**src/rtl/zuss_dmem_arbiter.sv**
```systemverilog
// Round-robin two-port arbiter and byte/half/word access sequencer in front of
// a single data memory with one-cycle read latency. Every access runs IDLE->ISSUE->WAIT->RESP.
module zuss_dmem_arbiter #(
  parameter int ADDR_W = 32
) (
  input  logic              clk,
  input  logic              rst,
  input  logic              r0_req,
  input  logic              r0_we,
  input  logic [1:0]        r0_size,
  input  logic              r0_signed,
  input  logic [ADDR_W-1:0] r0_addr,
  input  logic [31:0]       r0_wdata,
  output logic              r0_gnt,
  output logic              r0_rvalid,
  output logic [31:0]       r0_rdata,
  output logic              r0_err,
  input  logic              r1_req,
  input  logic              r1_we,
  input  logic [1:0]        r1_size,
  input  logic              r1_signed,
  input  logic [ADDR_W-1:0] r1_addr,
  input  logic [31:0]       r1_wdata,
  output logic              r1_gnt,
  output logic              r1_rvalid,
  output logic [31:0]       r1_rdata,
  output logic              r1_err,
  output logic [3:0]        mem_we,
  output logic [ADDR_W-1:0] mem_addr,
  output logic [31:0]       mem_data,
  input  logic [31:0]       mem_out,
  output logic [1:0]        dbg_state
);

  // Handshake: a port raises rN_req with all rN_* fields stable and holds them until
  // rN_gnt, a one-cycle combinational pulse in IDLE; fields are captured on that edge.
  // rN_rvalid is a one-cycle pulse three cycles later carrying rN_rdata/rN_err.

  typedef enum logic [1:0] {
    IDLE  = 2'd0,
    ISSUE = 2'd1,
    WAIT  = 2'd2,
    RESP  = 2'd3
  } state_t;

  state_t            state;
  logic              last;
  logic              port_q;
  logic              we_q;
  logic              sgn_q;
  logic              err_q;
  logic [1:0]        size_q;
  logic [1:0]        lo_q;

  logic              any_req;
  logic              sel;
  logic              sel_we;
  logic              sel_signed;
  logic [1:0]        sel_size;
  logic [ADDR_W-1:0] sel_addr;
  logic [31:0]       sel_wdata;
  logic              sel_bad;
  logic [31:0]       shifted;
  logic [31:0]       load_val;

  function automatic logic is_bad(input logic [1:0] size, input logic [1:0] lo);
    case (size)
      2'b00:   return 1'b0;
      2'b01:   return lo[0];
      2'b10:   return lo != 2'b00;
      default: return 1'b1;
    endcase
  endfunction

  function automatic logic [3:0] lane_we(input logic [1:0] size, input logic [1:0] lo);
    case (size)
      2'b00:   return 4'b0001 << lo;
      2'b01:   return lo[1] ? 4'b1100 : 4'b0011;
      default: return 4'b1111;
    endcase
  endfunction

  function automatic logic [31:0] lane_data(input logic [1:0] size, input logic [31:0] wd);
    case (size)
      2'b00:   return {4{wd[7:0]}};
      2'b01:   return {2{wd[15:0]}};
      default: return wd;
    endcase
  endfunction

  // When both ports request, the one that did not win last time goes first.
  always_comb begin
    any_req    = r0_req | r1_req;
    sel        = (r0_req && r1_req) ? ~last : r1_req;
    r0_gnt     = !rst && (state == IDLE) && any_req && !sel;
    r1_gnt     = !rst && (state == IDLE) && any_req && sel;
    sel_we     = sel ? r1_we     : r0_we;
    sel_size   = sel ? r1_size   : r0_size;
    sel_signed = sel ? r1_signed : r0_signed;
    sel_addr   = sel ? r1_addr   : r0_addr;
    sel_wdata  = sel ? r1_wdata  : r0_wdata;
    sel_bad    = is_bad(sel_size, sel_addr[1:0]);
  end

  // Legal halves have lo[0] = 0, so shifting by 8*lo equals shifting by 16*lo[1].
  always_comb begin
    shifted = mem_out >> {lo_q, 3'b000};
    case (size_q)
      2'b00:   load_val = sgn_q ? {{24{shifted[7]}}, shifted[7:0]} : {24'd0, shifted[7:0]};
      2'b01:   load_val = sgn_q ? {{16{shifted[15]}}, shifted[15:0]} : {16'd0, shifted[15:0]};
      default: load_val = mem_out;
    endcase
    if (err_q || we_q) load_val = '0;
  end

  always_ff @(posedge clk or posedge rst) begin
    if (rst) begin
      state     <= IDLE;
      last      <= 1'b1;
      port_q    <= 1'b0;
      we_q      <= 1'b0;
      sgn_q     <= 1'b0;
      err_q     <= 1'b0;
      size_q    <= 2'b00;
      lo_q      <= 2'b00;
      mem_we    <= '0;
      mem_addr  <= '0;
      mem_data  <= '0;
      r0_rvalid <= 1'b0;
      r0_rdata  <= '0;
      r0_err    <= 1'b0;
      r1_rvalid <= 1'b0;
      r1_rdata  <= '0;
      r1_err    <= 1'b0;
    end else begin
      case (state)
        IDLE: begin
          if (any_req) begin
            port_q   <= sel;
            last     <= sel;
            we_q     <= sel_we;
            size_q   <= sel_size;
            sgn_q    <= sel_signed;
            lo_q     <= sel_addr[1:0];
            err_q    <= sel_bad;
            mem_addr <= {sel_addr[ADDR_W-1:2], 2'b00};
            if (sel_we && !sel_bad) begin
              mem_we   <= lane_we(sel_size, sel_addr[1:0]);
              mem_data <= lane_data(sel_size, sel_wdata);
            end
            state <= ISSUE;
          end
        end
        ISSUE: begin
          mem_we   <= '0;
          mem_data <= '0;
          state    <= WAIT;
        end
        WAIT: begin
          mem_addr <= '0;
          if (port_q) begin
            r1_rvalid <= 1'b1;
            r1_rdata  <= load_val;
            r1_err    <= err_q;
          end else begin
            r0_rvalid <= 1'b1;
            r0_rdata  <= load_val;
            r0_err    <= err_q;
          end
          state <= RESP;
        end
        RESP: begin
          r0_rvalid <= 1'b0;
          r0_rdata  <= '0;
          r0_err    <= 1'b0;
          r1_rvalid <= 1'b0;
          r1_rdata  <= '0;
          r1_err    <= 1'b0;
          state     <= IDLE;
        end
        default: state <= IDLE;
      endcase
    end
  end

  assign dbg_state = state;

endmodule

```
**config.mk**
```make
export PLATFORM = sky130hd
export DESIGN_NAME = zuss_dmem_arbiter
export DESIGN_NICKNAME = d
export VERILOG_FILES = /design/src/rtl/zuss_dmem_arbiter.sv
export SDC_FILE = /design/constraint.sdc
export NUM_CORES = 1
export LEC_CHECK = 0
export ABC_AREA = 1
export CORE_ASPECT_RATIO = 1.4
export CORE_MARGIN = 5
export CORE_UTILIZATION = 40
export CTS_CLUSTER_DIAMETER = 80
export DETAILED_ROUTE_END_ITERATION = 12
export GPL_ROUTABILITY_DRIVEN = 1
export GPL_TIMING_DRIVEN = 1
export PLACE_DENSITY_LB_ADDON = 0.25
export SKIP_LAST_GASP = 1
export SYNTH_ARGS = -nofsm -noshare
export SYNTH_HDL_FRONTEND = slang
export SYNTH_SLANG_ARGS = --single-unit
```
**constraint.sdc**
```tcl
create_clock -name clk -period 9.1 [get_ports clk]
set_input_delay 1.365 -clock clk [delete_from_list [all_inputs] [get_ports clk]]
set_output_delay 1.365 -clock clk [all_outputs]
set_load 0.01 [all_outputs]
```
# [Word-level counts from Yosys, hierarchy flattened]
# Index checks and enable logic that the tools add are counted.
[word_totals] reg_bits=147 input_bits=172 out_inout_bits=140 elab_cells=89
[op_classes] eq_ne=10 n_shift=2 n_mux=36 n_bitwise=2 n_reduce_logical=22
[op_table] cell="case mux 32 bit (2 select lines)" count=6
[op_table] cell="two-way mux 32 bit" count=10
[op_table] cell=">> shifter 32 x 5 -> 16 bit" count=1
[op_table] cell="case mux 4 bit (2 select lines)" count=2
[op_table] cell="two-way mux 4 bit" count=3
[op_table] cell="case mux 1 bit (2 select lines)" count=4
[op_table] cell="case mux 2 bit (4 select lines)" count=1
[op_table] cell="AND reduction 2 bit" count=4
[op_table] cell="nonzero test 2 bit" count=4
[op_table] cell="two-way mux 1 bit" count=7
[op_table] cell="equality test 2 x 1 -> 1 bit (second input constant)" count=3
[op_table] cell="equality test 2 bit (second input constant)" count=3
[op_table] cell="logical AND 1 bit" count=6
[op_table] cell="logical NOT 2 bit" count=3
[op_table] cell="!= test 2 bit (second input constant)" count=3
[op_table] cell="two-way mux 2 bit" count=2
[op_table] cell="<< shifter 1 x 2 -> 4 bit (first input constant)" count=1
[op_table] cell="logical NOT 1 bit" count=3
[op_table] cell="case mux 1 bit (3 select lines)" count=1
[op_table] cell="AND reduction 3 bit" count=1
[op_table] cell="!= test 2 x 1 -> 1 bit (second input constant)" count=1
[op_table] cell="logical OR 1 bit" count=1
[op_table] cell="inverter 1 bit" count=1
[op_table] cell="bitwise OR 1 bit" count=1

# [Depth between registers and ports, before layout]
# Gate-level depths: netlist (run 1).
[logic_depth] depth_word=10 depth_mapped=11 depth_no_buf=10

# [Least setup slack after synthesis (run 1)]
# No wires, ideal clock.
[synth_timing] kind="input to output" from="input r0_req" to="output r1_gnt" t_arrival_ps=2424 required_time_ps=7735 setup_slack_ps=5311 stages=8 path_buffers=3 cell_sequence="nand2_1 > nand2_2 > buf_4 > inv_2 > buf_2 > buf_2 > nand2_1 > nor2_1"
[synth_between] elab_chain_cells=3 word_cells_on_any_way=5 cone_classes="mux: 1; bitwise: 1; reduce/logical: 3"
[synth_rtl] element="from (decl)" line_no="8" rtl="input logic r0_req,"
[synth_rtl] element="bitwise OR 1 bit or logical AND 1 bit (tied branches)" line_no="93, 94"
[synth_rtl] element="logical AND 1 bit or two-way mux 1 bit (tied branches)" line_no="96, 94"
[synth_rtl] element="logical AND 1 bit *" line_no="96" rtl="r1_gnt = !rst && (state == IDLE) && any_req && sel;"
[synth_rtl] element="to (decl)" line_no="24" rtl="output logic r1_gnt,"
# Every way passes the cells marked *; elsewhere a longest branch is shown, timed or not.

# [Worst setup path after layout (run 1)]
[layout_timing] from="input r0_req" to="register mem_data[15]"
[layout_between] elab_chain_cells=9 word_cells_on_any_way=21 cone_classes="eq/ne: 4; mux: 10; bitwise: 1; reduce/logical: 6"
[layout_rtl] element="logical AND 1 bit" line_no="94" rtl="sel = (r0_req && r1_req) ? ~last : r1_req;"
[layout_rtl] element="two-way mux 1 bit" line_no="94"
[layout_rtl] element="two-way mux 2 bit or two-way mux 32 bit (tied branches)" line_no="98, 100"
[layout_rtl] element="equality test 2 bit, or another cell as far along" line_no="67" rtl="case (size)"
[layout_rtl] element="case mux 1 bit (3 select lines)" line_no="67"
[layout_rtl] element="logical NOT 1 bit" line_no="147" rtl="if (sel_we && !sel_bad) begin"
[layout_rtl] element="logical AND 1 bit" line_no="147"
[layout_rtl] element="!= test 2 x 1 -> 1 bit (no source line)"
[layout_rtl] element="AND reduction 3 bit (no source line)"
[layout_rtl] element="to (signal assigned)" line_no="149" rtl="mem_data <= lane_data(sel_size, sel_wdata);"
[layout_rtl] element="to (decl)" line_no="30" rtl="output logic [31:0] mem_data,"
# Several ways; a longest one is shown, not always the timed one. The select of a mux whose other input is x is not followed.
# A chain may end at the register's enable or synchronous reset.

==> run_results.csv, run 1 <==
group,metric,value,unit
status,status,"complete, no violations",
placed_design,numPlacedInstances,1583,
worst_setup_path,critPathMaxFanout,78,
final_layout,utilization,60.3,%
worst_setup_path,critical_path_class,"input port to register",
route,routedWlPerCell,17.2,um
sta,hold-worst-slack,0.467,ns
hold_path,hp-class,"register to register",
route,route.detailed.drc,0,
route,wl_met2,14200,um
worst_setup_path,critPathLaunch,"r0_req",
floorplanning,start_util,40.7,%
synth,synthArstFlopShare,100,%
final_layout,drive_gt1_share,3.88,%
worst_setup_path,cpLargestDelayFamily,"simple AND/OR/NAND/NOR gates",
floorplanning,die_w,128,um
global_routing,grt_start_max_net_pins,80,
sta,hold_viol,0,
placed_design,place_worst_setup_slack,3.39,ns
final_layout,fin_area,11600,um^2
route,first_pass_iters,6,
worst_setup_path,path_buf_inv,2,
synth,synth_seq_cells,145,
sta,tns,0,ns
power,clockPowerShare,19.4,%
worst_setup_path,slowest_stage,"nand2_1",
worst_setup_path,worst_setup_path_start_kind,"input port",
synth,ys_seq_area_share,46.4,%
route,ant_nets,0,
placed_design,portBuffers,309,
placed_design,place_area,11000,um^2
route,dr_total_vias,8241,
worst_setup_path,reg2reg_from,"last",
sta,max_freq,190,MHz
clock_network,ctsRootBufferMaster,"clkbuf_16",
worst_setup_path,path_cells,"clkdlybuf4s50_1 -> nand2_1 -> nand2_2 -> buf_4 -> nand2_1 -> nand2_1 -> nand2_1 -> nand2_2 -> nand3_4 -> nand2_4 -> nand2_1 -> nand2_1",
synth,synth_edf_count,0,
hold_path,min_from,"last",
power,p_int,2.17,mW
worst_setup_path,critical_path_arrival,5.61,ns
clock_network,numCtsBuffers,17,
route,wl,27900,um
floorplanning,core.rowCount,60,
sta,drv_slew,0,
final_layout,nFillCells,1801,
clock_network,cts.reportedPaths.clkPinSlew,0.06,ns
worst_setup_path,crit_top_cell,"nand2_1",
sta,layout_setup_ws,3.83,ns
synth,synthCells,1084,
route,drt_iter0_markers,681,
synth,ys_warn_count,0,
synth,ys.flop_type,"dfrtp_1",
clock_network,postCtsHoldBufs,0,
route,m1WireLength,10700,um
final_layout,final_cells,1616,
clock_network,cts_tree,"built",
flow_run,cap_violations,0,
power,irDropWorstVdd,0.133,mV
global_routing,grt_pass1_vias,8146,
sta,tightest_slew,1.25,ns
worst_setup_path,worstSetupEndpointType,"register",
clock_network,cts-htree-levels,4,
route,met3_length,2010,um
placed_design,dpl.hpwl,20700,um
clock_network,clock_sinks,145,
power,leakage,5.62,nW
clock_network,cts-resized-gates,0,
power,p_per_area,324,nW/um^2
final_layout,fin_nets,1531,
route,top_layer_used,"met4",
global_routing,grt_remaining_overflow,0,
synth,synth_cell_type_count,30,
floorplanning,io_pins,312,
power,comb_power_share,50.6,%
clock_network,worstSkewPairLatency,0.42,ns
final_layout,syn2layout_area_growth,48.3,%
power,finalPower,3.76,mW
placed_design,finalWeightedCongestion,0.900,
power,switchingPower,1.59,mW
power,p_seq_share,30.0,%
global_routing,grt_usage,24.2,%
sta,fin_skew,0.00973,ns
synth,synth_area,7820,um^2
sta,slew_headroom,16.4,%
sta,fin_crit_sh,57.9,%
synth,syn-mean-instance-area,7.21,um^2
power,swShare,42.2,%
floorplanning,fp.dieH,175,um
clock_network,clock_path_buffers,2,
sta,rsz0062_at_grt,"false",
sta,setup_viol,0,
route,via_per_inst,5.10,
global_routing,antenna_found_initial,1,
floorplanning,core,19200,um^2
sta,period_minus_slack,5.27,ns
worst_setup_path,crit_required,9.45,ns
worst_setup_path,cp_slowest_stage_delay,0.87,ns
clock_network,cts_setup_buffers,0,
global_routing,grt_pass1_wl,43100,um
floorplanning,dieArea,22500,um^2
## cell usage in the layout (no fill, tap or decap)
master / count
inv_8: 1
clkinv_1: 1
nand3_4: 1
buf_4: 8
o22ai_1: 2
clkinv_4: 4
o21ai_0: 72
o211ai_1: 1
nand3b_1: 11
a31oi_1: 1
dfrtp_1: 144
dfstp_2: 1
a21oi_1: 41
inv_1: 94
nand3_1: 108
o32ai_1: 30
nor3b_1: 1
clkinvlp_4: 1
o21ai_2: 2
nor2_1: 132
nand2_1: 341
clkinv_2: 2
ha_1: 5
inv_6: 4
nor2_4: 1
o21ai_1: 8
and2_1: 8
nand2_4: 1
inv_2: 4
clkdlybuf4s50_1: 309
nor3_1: 1
bufinv_16: 3
o21bai_1: 1
conb_1: 2
diode_2: 1
nand2_2: 3
clkbuf_1: 1
clkbuf_16: 17
## logic make-up (layout without fill, tap and decap cells)
group,Yosys count,count (layout),share of synthesized area [%]
other,1,3,0.0480
flip-flops,145,145,46.4
AO/OA/AOI/OAI,158,158,11.7
adder cells (fa/ha/maj),5,5,0.800
buffers and inverters,167,449,8.85
AND/OR/NAND/NOR,608,608,32.2
## registers in the layout, summed over array words and instances (netlist names), 2 cells and up
name	cells
mem_we	4
r1_rdata	32
size_q	2
dbg_state	2
lo_q	2
mem_data	32
r0_rdata	32
mem_addr	30
## routing by layer
| metal | vias to the layer above | track usage, % |
|---|---|---|
| met5 | - | 0 |
| met4 | 0 | 9.69 |
| met3 | 58 | 6.11 |
| met2 | 337 | 42.1 |
| met1 | 3836 | 28.3 |
| li1 | 4010 | - |
## worst min-delay path, stage by stage (launching register included)
cell	delay [ns]
dfstp_2	0.37
nand2_1	0.05
nand2_1	0.04
## worst paths after layout
kind,to,depth (start not counted),slack [ns]
setup / recovery,mem_data[15],12,3.83
hold / removal,last,2,0.47
setup reg to reg,mem_data[15],11,4.76
hold reg to reg,last,2,0.47
max in group asynchronous,r0_rdata[18],3,6.15
min in group asynchronous,mem_addr[31],2,1.48
## area by class of cell
class	count	area (um^2)	share of cell area [%]
clock inverter	14	180	1.55
timing repair buffer	317	3150	27.2
clock buffer	18	429	3.70
tap	248	310	2.68
multi-input combinational	773	3510	30.3
antenna	1	2.50	0.0216
sequential	145	3630	31.3
inverter	100	380	3.28
## cells in the mapped netlist (all sizes together), types with 2 or more instances
cell type | instances | share of area, %
clkbuf | 36 | 1.7
inv | 99 | 4.8
o32ai | 30 | 3.4
ha | 5 | 0.80
nand3b | 11 | 1.1
nor2 | 133 | 6.5
buf | 31 | 2.3
a21oi | 41 | 2.6
nand2 | 345 | 17
o22ai | 2 | 0.16
o21ai | 82 | 5.2
nand3 | 109 | 7.1
dfrtp | 144 | 46
and2 | 8 | 0.64
## power groups by stage
stage          combinational, mW  clock (mW)  sequential, mW
2_1_floorplan              0.970           0            1.18
4_1_cts                     1.91       0.740            1.13
3_3_place_gp                1.88           0            1.13
5_1_grt                     2.08       0.769            1.17
3_5_place_dp                1.91           0            1.13
6_report                    1.90       0.727            1.13
Power figures use the tool's default switching activity.
==> run 2, diff against run 1 <==
==> constraint.sdc (replaced) <==
create_clock -name clk -period 5.5 [get_ports clk]
set_input_delay 0.825 -clock clk [delete_from_list [all_inputs] [get_ports clk]]
set_output_delay 0.825 -clock clk [all_outputs]
set_load 0.01 [all_outputs]
==> run_results.csv, run 2 (synthesis results as in run 1) <==
group,metric,value,unit
clock_network,cts-resized-gates,0,
worst_setup_path,path_cells,"clkdlybuf4s50_1 -> nand2_2 -> inv_2 -> nand2_1 -> nor2_1 -> clkdlybuf4s50_1",
clock_network,cts.reportedPaths.clkPinSlew,0.06,ns
clock_network,numCtsBuffers,17,
flow_run,cap_violations,0,
hold_path,hp-class,"register to register",
final_layout,final_common_cell,"nand2_1",
route,wl,28000,um
final_layout,reg_top3,"mem_data (32), r0_rdata (32), r1_rdata (32)",
route,drt_iter0_markers,711,
sta,max_freq,237,MHz
sta,tns,0,ns
sta,hold_viol,0,
worst_setup_path,cp_slowest_stage_delay,0.86,ns
clock_network,clock_path_buffers,2,
floorplanning,dieArea,22500,um^2
floorplanning,io_pins,312,
floorplanning,die_w,128,um
final_layout,nFillCells,1763,
worst_setup_path,critPathMaxFanout,34,
worst_setup_path,critical_path_arrival,3.40,ns
floorplanning,core.rowCount,60,
route,ant_nets,0,
worst_setup_path,crit_required,4.68,ns
clock_network,clock_sinks,145,
clock_network,cts-htree-levels,4,
clock_network,cts_setup_buffers,0,
route,route.detailed.drc,0,
sta,setup_viol,0,
worst_setup_path,worst_setup_path_start_kind,"input port",
final_layout,layout_common_cells,"341 x nand2_1, 309 x clkdlybuf4s50_1, 144 x dfrtp_1, 132 x nor2_1, 108 x nand3_1",
sta,period_minus_slack,4.22,ns
global_routing,antenna_found_initial,0,
sta,tightest_slew,1.23,ns
power,p_per_area,533,nW/um^2
sta,slew_headroom,17.6,%
worst_setup_path,crit_top_cell,"clkdlybuf4s50_1",
placed_design,place_worst_setup_slack,1.14,ns
worst_setup_path,worstSetupEndpointType,"output port",
sta,fin_skew,0.00814,ns
global_routing,grt_start_max_net_pins,106,
sta,layout_setup_ws,1.28,ns
route,routedWlPerCell,17.3,um
worst_setup_path,slowest_stage,"clkdlybuf4s50_1",
route,first_pass_iters,5,
clock_network,cts_tree,"built",
placed_design,dpl.hpwl,20700,um
floorplanning,fp.dieH,175,um
power,irDropWorstVdd,0.235,mV
sta,drv_slew,0,
floorplanning,core,19200,um^2
sta,rsz0062_at_grt,"false",
power,leakage,5.60,nW
global_routing,grt_pass1_wl,43000,um
global_routing,grt_usage,24.3,%
global_routing,grt_remaining_overflow,0,
route,via_per_inst,5.12,
clock_network,ctsRootBufferMaster,"clkbuf_16",
clock_network,worstSkewPairLatency,0.42,ns
final_layout,syn2layout_area_growth,47.9,%
status,status,"complete, no violations",
route,dr_total_vias,8281,
sta,fin_crit_sh,76.7,%
placed_design,finalWeightedCongestion,0.903,
final_layout,drive_gt1_share,4.02,%
final_layout,fin_nets,1532,
placed_design,portBuffers,309,
worst_setup_path,critical_path_class,"input port to output port",
power,finalPower,6.16,mW
final_layout,num_antenna_cells,0,
global_routing,grt_pass1_vias,8075,
floorplanning,start_util,40.7,%
clock_network,postCtsHoldBufs,0,
run 2: cell count changes in the layout (fill, tap and decap cells not counted), moves of 2 or more:
cell and change:
clkinvlp_4 +4, clkinv_4 -3, bufinv_16 -2, inv_6 +2
run 2: path summary, 6_finish.rpt:
| check | slack [ns] | endpoint | start | cells after the start |
|---|---|---|---|---|
| max | 1.28 | r1_gnt | r1_req | 6 |
| min | 0.48 | r1_rdata[17] | r1_rdata[17] | 2 |
| max reg2reg | 1.94 | mem_data[9] | last | 11 |
| min reg2reg | 0.48 | r1_rdata[17] | r1_rdata[17] | 2 |
| max in group asynchronous | 3.41 | r1_rdata[20] | rst | 3 |
| min in group asynchronous | 1.03 | mem_addr[2] | rst | 2 |
run 2: layer usage:
metal  routed length, um  share of wire (%)  vias up  global-route usage (%)
li1                    -                  -     4008                       -
met1               10700                 38     3836                    27.9
met2               14100                 51      373                    42.9
met3                2230                8.0       64                    5.78
met4                 965                3.4        0                    9.82
met5                   0                  0        -                       0
run 2: area by class of cell:
cell class	count	area [um^2]	share of cell area, %
Sequential cell	145	3630	31.4
Clock inverter	15	148	1.28
Tap cell	248	310	2.68
Multi-Input combinational cell	773	3510	30.4
Timing Repair Buffer	318	3160	27.3
Inverter	100	380	3.29
Clock buffer	17	425	3.68
run 2: metrics by stage:
| step | area, um^2 | util, % | hold slack, ns | instances |
|---|---|---|---|---|
| 2_1_floorplan | 7820 | - | 0.444 | 1085 |
| 3_3_place_gp | 11000 | 57.2 | 0.457 | 1584 |
| 3_5_place_dp | 11000 | 57.2 | 0.465 | 1584 |
| 4_1_cts | 11600 | 60.2 | 0.483 | 1616 |
| 5_1_grt | 11600 | 60.2 | 0.500 | 1616 |
| 6_report | 11600 | 60.2 | 0.481 | 1616 |
run 2: where the power goes:
| part | switching [mW] | total, mW | leakage (nW) | internal, mW |
|---|---|---|---|---|
| clock network | 0.510 | 1.15 | 0.267 | 0.635 |
| registers | 0.351 | 1.87 | 1.90 | 1.52 |
| logic | 1.80 | 3.15 | 3.43 | 1.35 |
| total | 2.66 | 6.16 | 5.60 | 3.50 |
run 2: critical path, delay by kind of cell:
| kind | cells | cell delay [ns] |
|---|---|---|
| buffers and inverters | 3 | 1.76 |
| AND/OR/NAND/NOR | 3 | 0.80 |
==> run 3, diff against run 2 <==
==> constraint.sdc (replaced) <==
create_clock -name clk -period 3.9 [get_ports clk]
set_input_delay 0.585 -clock clk [delete_from_list [all_inputs] [get_ports clk]]
set_output_delay 0.585 -clock clk [all_outputs]
set_load 0.01 [all_outputs]
==> run_results.csv, run 3 (synthesis results as in run 1) <==
group,metric,value,unit
sta,hold_viol,0,
floorplanning,fp.dieH,175,um
clock_network,cts_tree,"built",
floorplanning,die_w,128,um
flow_run,cap_violations,0,
final_layout,fin_nets,1540,
clock_network,clock_sinks,145,
worst_setup_path,worst_setup_path_start_kind,"input port",
clock_network,cts-htree-levels,4,
floorplanning,start_util,40.7,%
worst_setup_path,path_buf_inv,4,
final_layout,utilization,60.8,%
worst_setup_path,crit_required,3.31,ns
status,status,"complete, no violations",
final_layout,layout_common_cells,"341 x nand2_1, 309 x clkdlybuf4s50_1, 144 x dfrtp_1, 132 x nor2_1, 108 x nand3_1",
global_routing,grt_remaining_overflow,0,
sta,drv_slew,0,
final_layout,reg_top3,"mem_data (32), r0_rdata (32), r1_rdata (32)",
power,switchingPower,3.71,mW
final_layout,nFillCells,1813,
sta,max_freq,317,MHz
sta,tns,0,ns
sta,tightest_slew,1.16,ns
power,clockPowerShare,19.4,%
clock_network,worstSkewPairLatency,0.43,ns
sta,fin_crit_sh,80.9,%
worst_setup_path,slowest_stage,"clkdlybuf4s50_1",
power,comb_power_share,51.1,%
final_layout,regArea,3630,um^2
worst_setup_path,path_cells,"clkdlybuf4s50_1 -> nand2_1 -> buf_4 -> nand2_2 -> inv_2 -> nand2_1 -> nor2_1 -> clkdlybuf4s50_1",
floorplanning,dieArea,22500,um^2
power,irDropWorstVdd,0.367,mV
global_routing,antenna_found_initial,1,
global_routing,grt_use_met3,6.08,%
clock_network,cts_setup_buffers,0,
route,drt_iter0_markers,740,
placed_design,dpl.hpwl,20900,um
route,routedWlPerCell,17.2,um
clock_network,cts-resized-gates,0,
route,ant_nets,0,
worst_setup_path,critical_path_class,"input port to output port",
route,wl,28000,um
global_routing,grt_usage,24.5,%
worst_setup_path,critical_path_arrival,2.57,ns
power,p_int,5.09,mW
final_layout,drive_gt1_share,4.43,%
final_layout,final_common_cell,"nand2_1",
clock_network,cts.reportedPaths.clkPinSlew,0.06,ns
sta,rsz0062_at_grt,"false",
route,route.detailed.drc,0,
power,p_seq_share,29.5,%
floorplanning,core.rowCount,60,
route,via_per_inst,5.08,
global_routing,grtUsageMet2,43.8,%
worst_setup_path,cp_slowest_stage_delay,0.56,ns
global_routing,busiest_layer,"met2",
global_routing,grt_pass1_vias,8191,
clock_network,ctsRootBufferMaster,"clkbuf_16",
power,leakage,5.66,nW
clock_network,numCtsBuffers,17,
clock_network,clock_path_buffers,2,
worst_setup_path,worstSetupEndpointType,"output port",
floorplanning,io_pins,312,
power,p_per_area,753,nW/um^2
final_layout,syn2layout_area_growth,49.4,%
worst_setup_path,cpLargestDelayFamily,"buffers and inverters",
floorplanning,core,19200,um^2
final_layout,multi_input_area,3510,um^2
hold_path,hp-class,"register to register",
sta,fin_skew,0.0181,ns
placed_design,finalWeightedCongestion,0.881,
route,first_pass_iters,5,
power,swShare,42.2,%
route,dr_total_vias,8261,
sta,slew_headroom,22.8,%
placed_design,portBuffers,309,
global_routing,grt_pass1_wl,43600,um
sta,period_minus_slack,3.15,ns
worst_setup_path,critPathMaxFanout,18,
clock_network,postCtsHoldBufs,0,
global_routing,grt_start_max_net_pins,70,
sta,setup_viol,0,
global_routing,use_met1,27.9,%
[run 3: layer usage]
layer	wire length [um]	up-vias	part of all wire (%)
met5	0	-	0
met4	939	0	3.4
met3	2070	55	7.4
met2	14400	312	51
met1	10600	3870	38
li1	-	4024	-
[run 3: area by class of cell]
class | instances | share of cell area (%)
clock inverter | 13 | 1.50
timing repair buffer | 326 | 27.8
multi-input combinational | 773 | 30.0
antenna | 1 | 0.0214
tap | 248 | 2.66
sequential | 145 | 31.1
inverter | 100 | 3.24
clock buffer | 19 | 3.70
[run 3: through the flow]
stage	area, um^2	hold WS (ns)	setup WS [ns]	power, mW	std cells
after global placement	11100	0.464	0.714	7.07	1592
after detailed placement	11100	0.464	0.623	7.13	1592
final	11700	0.479	0.746	8.80	1625
after floorplan	7830	0.444	1.50	5.01	1085
after global routing	11700	0.505	0.607	9.45	1625
after CTS	11700	0.481	0.728	8.87	1624
[run 3: path summary, 6_finish.rpt]
kind / start / to / slack, ns / cells past startpoint
hold / removal: r1_rdata[10] / r1_rdata[10] / 0.48 / 2
max in group asynchronous: rst / r1_rdata[30] / 2.38 / 3
min in group asynchronous: rst / mem_addr[15] / 0.69 / 2
setup reg to reg: last / mem_data[28] / 1.15 / 11
setup / recovery: r0_req / r1_gnt / 0.75 / 8
hold reg to reg: r1_rdata[10] / r1_rdata[10] / 0.48 / 2
[run 3: power by group through the flow]
stage | clock network, mW | registers, mW | logic, mW
CTS | 1.73 | 2.61 | 4.54
detailed placement | 0 | 2.61 | 4.52
global route | 1.79 | 2.69 | 4.96
floorplan | 0 | 2.75 | 2.26
finish | 1.70 | 2.60 | 4.50
global placement | 0 | 2.61 | 4.46
[run 3: tightest hold or removal path, cell delays in order (launching register included)]
cell and delay (ns):
dfrtp_1 0.34, nand2_1 0.05, nand2_1 0.05
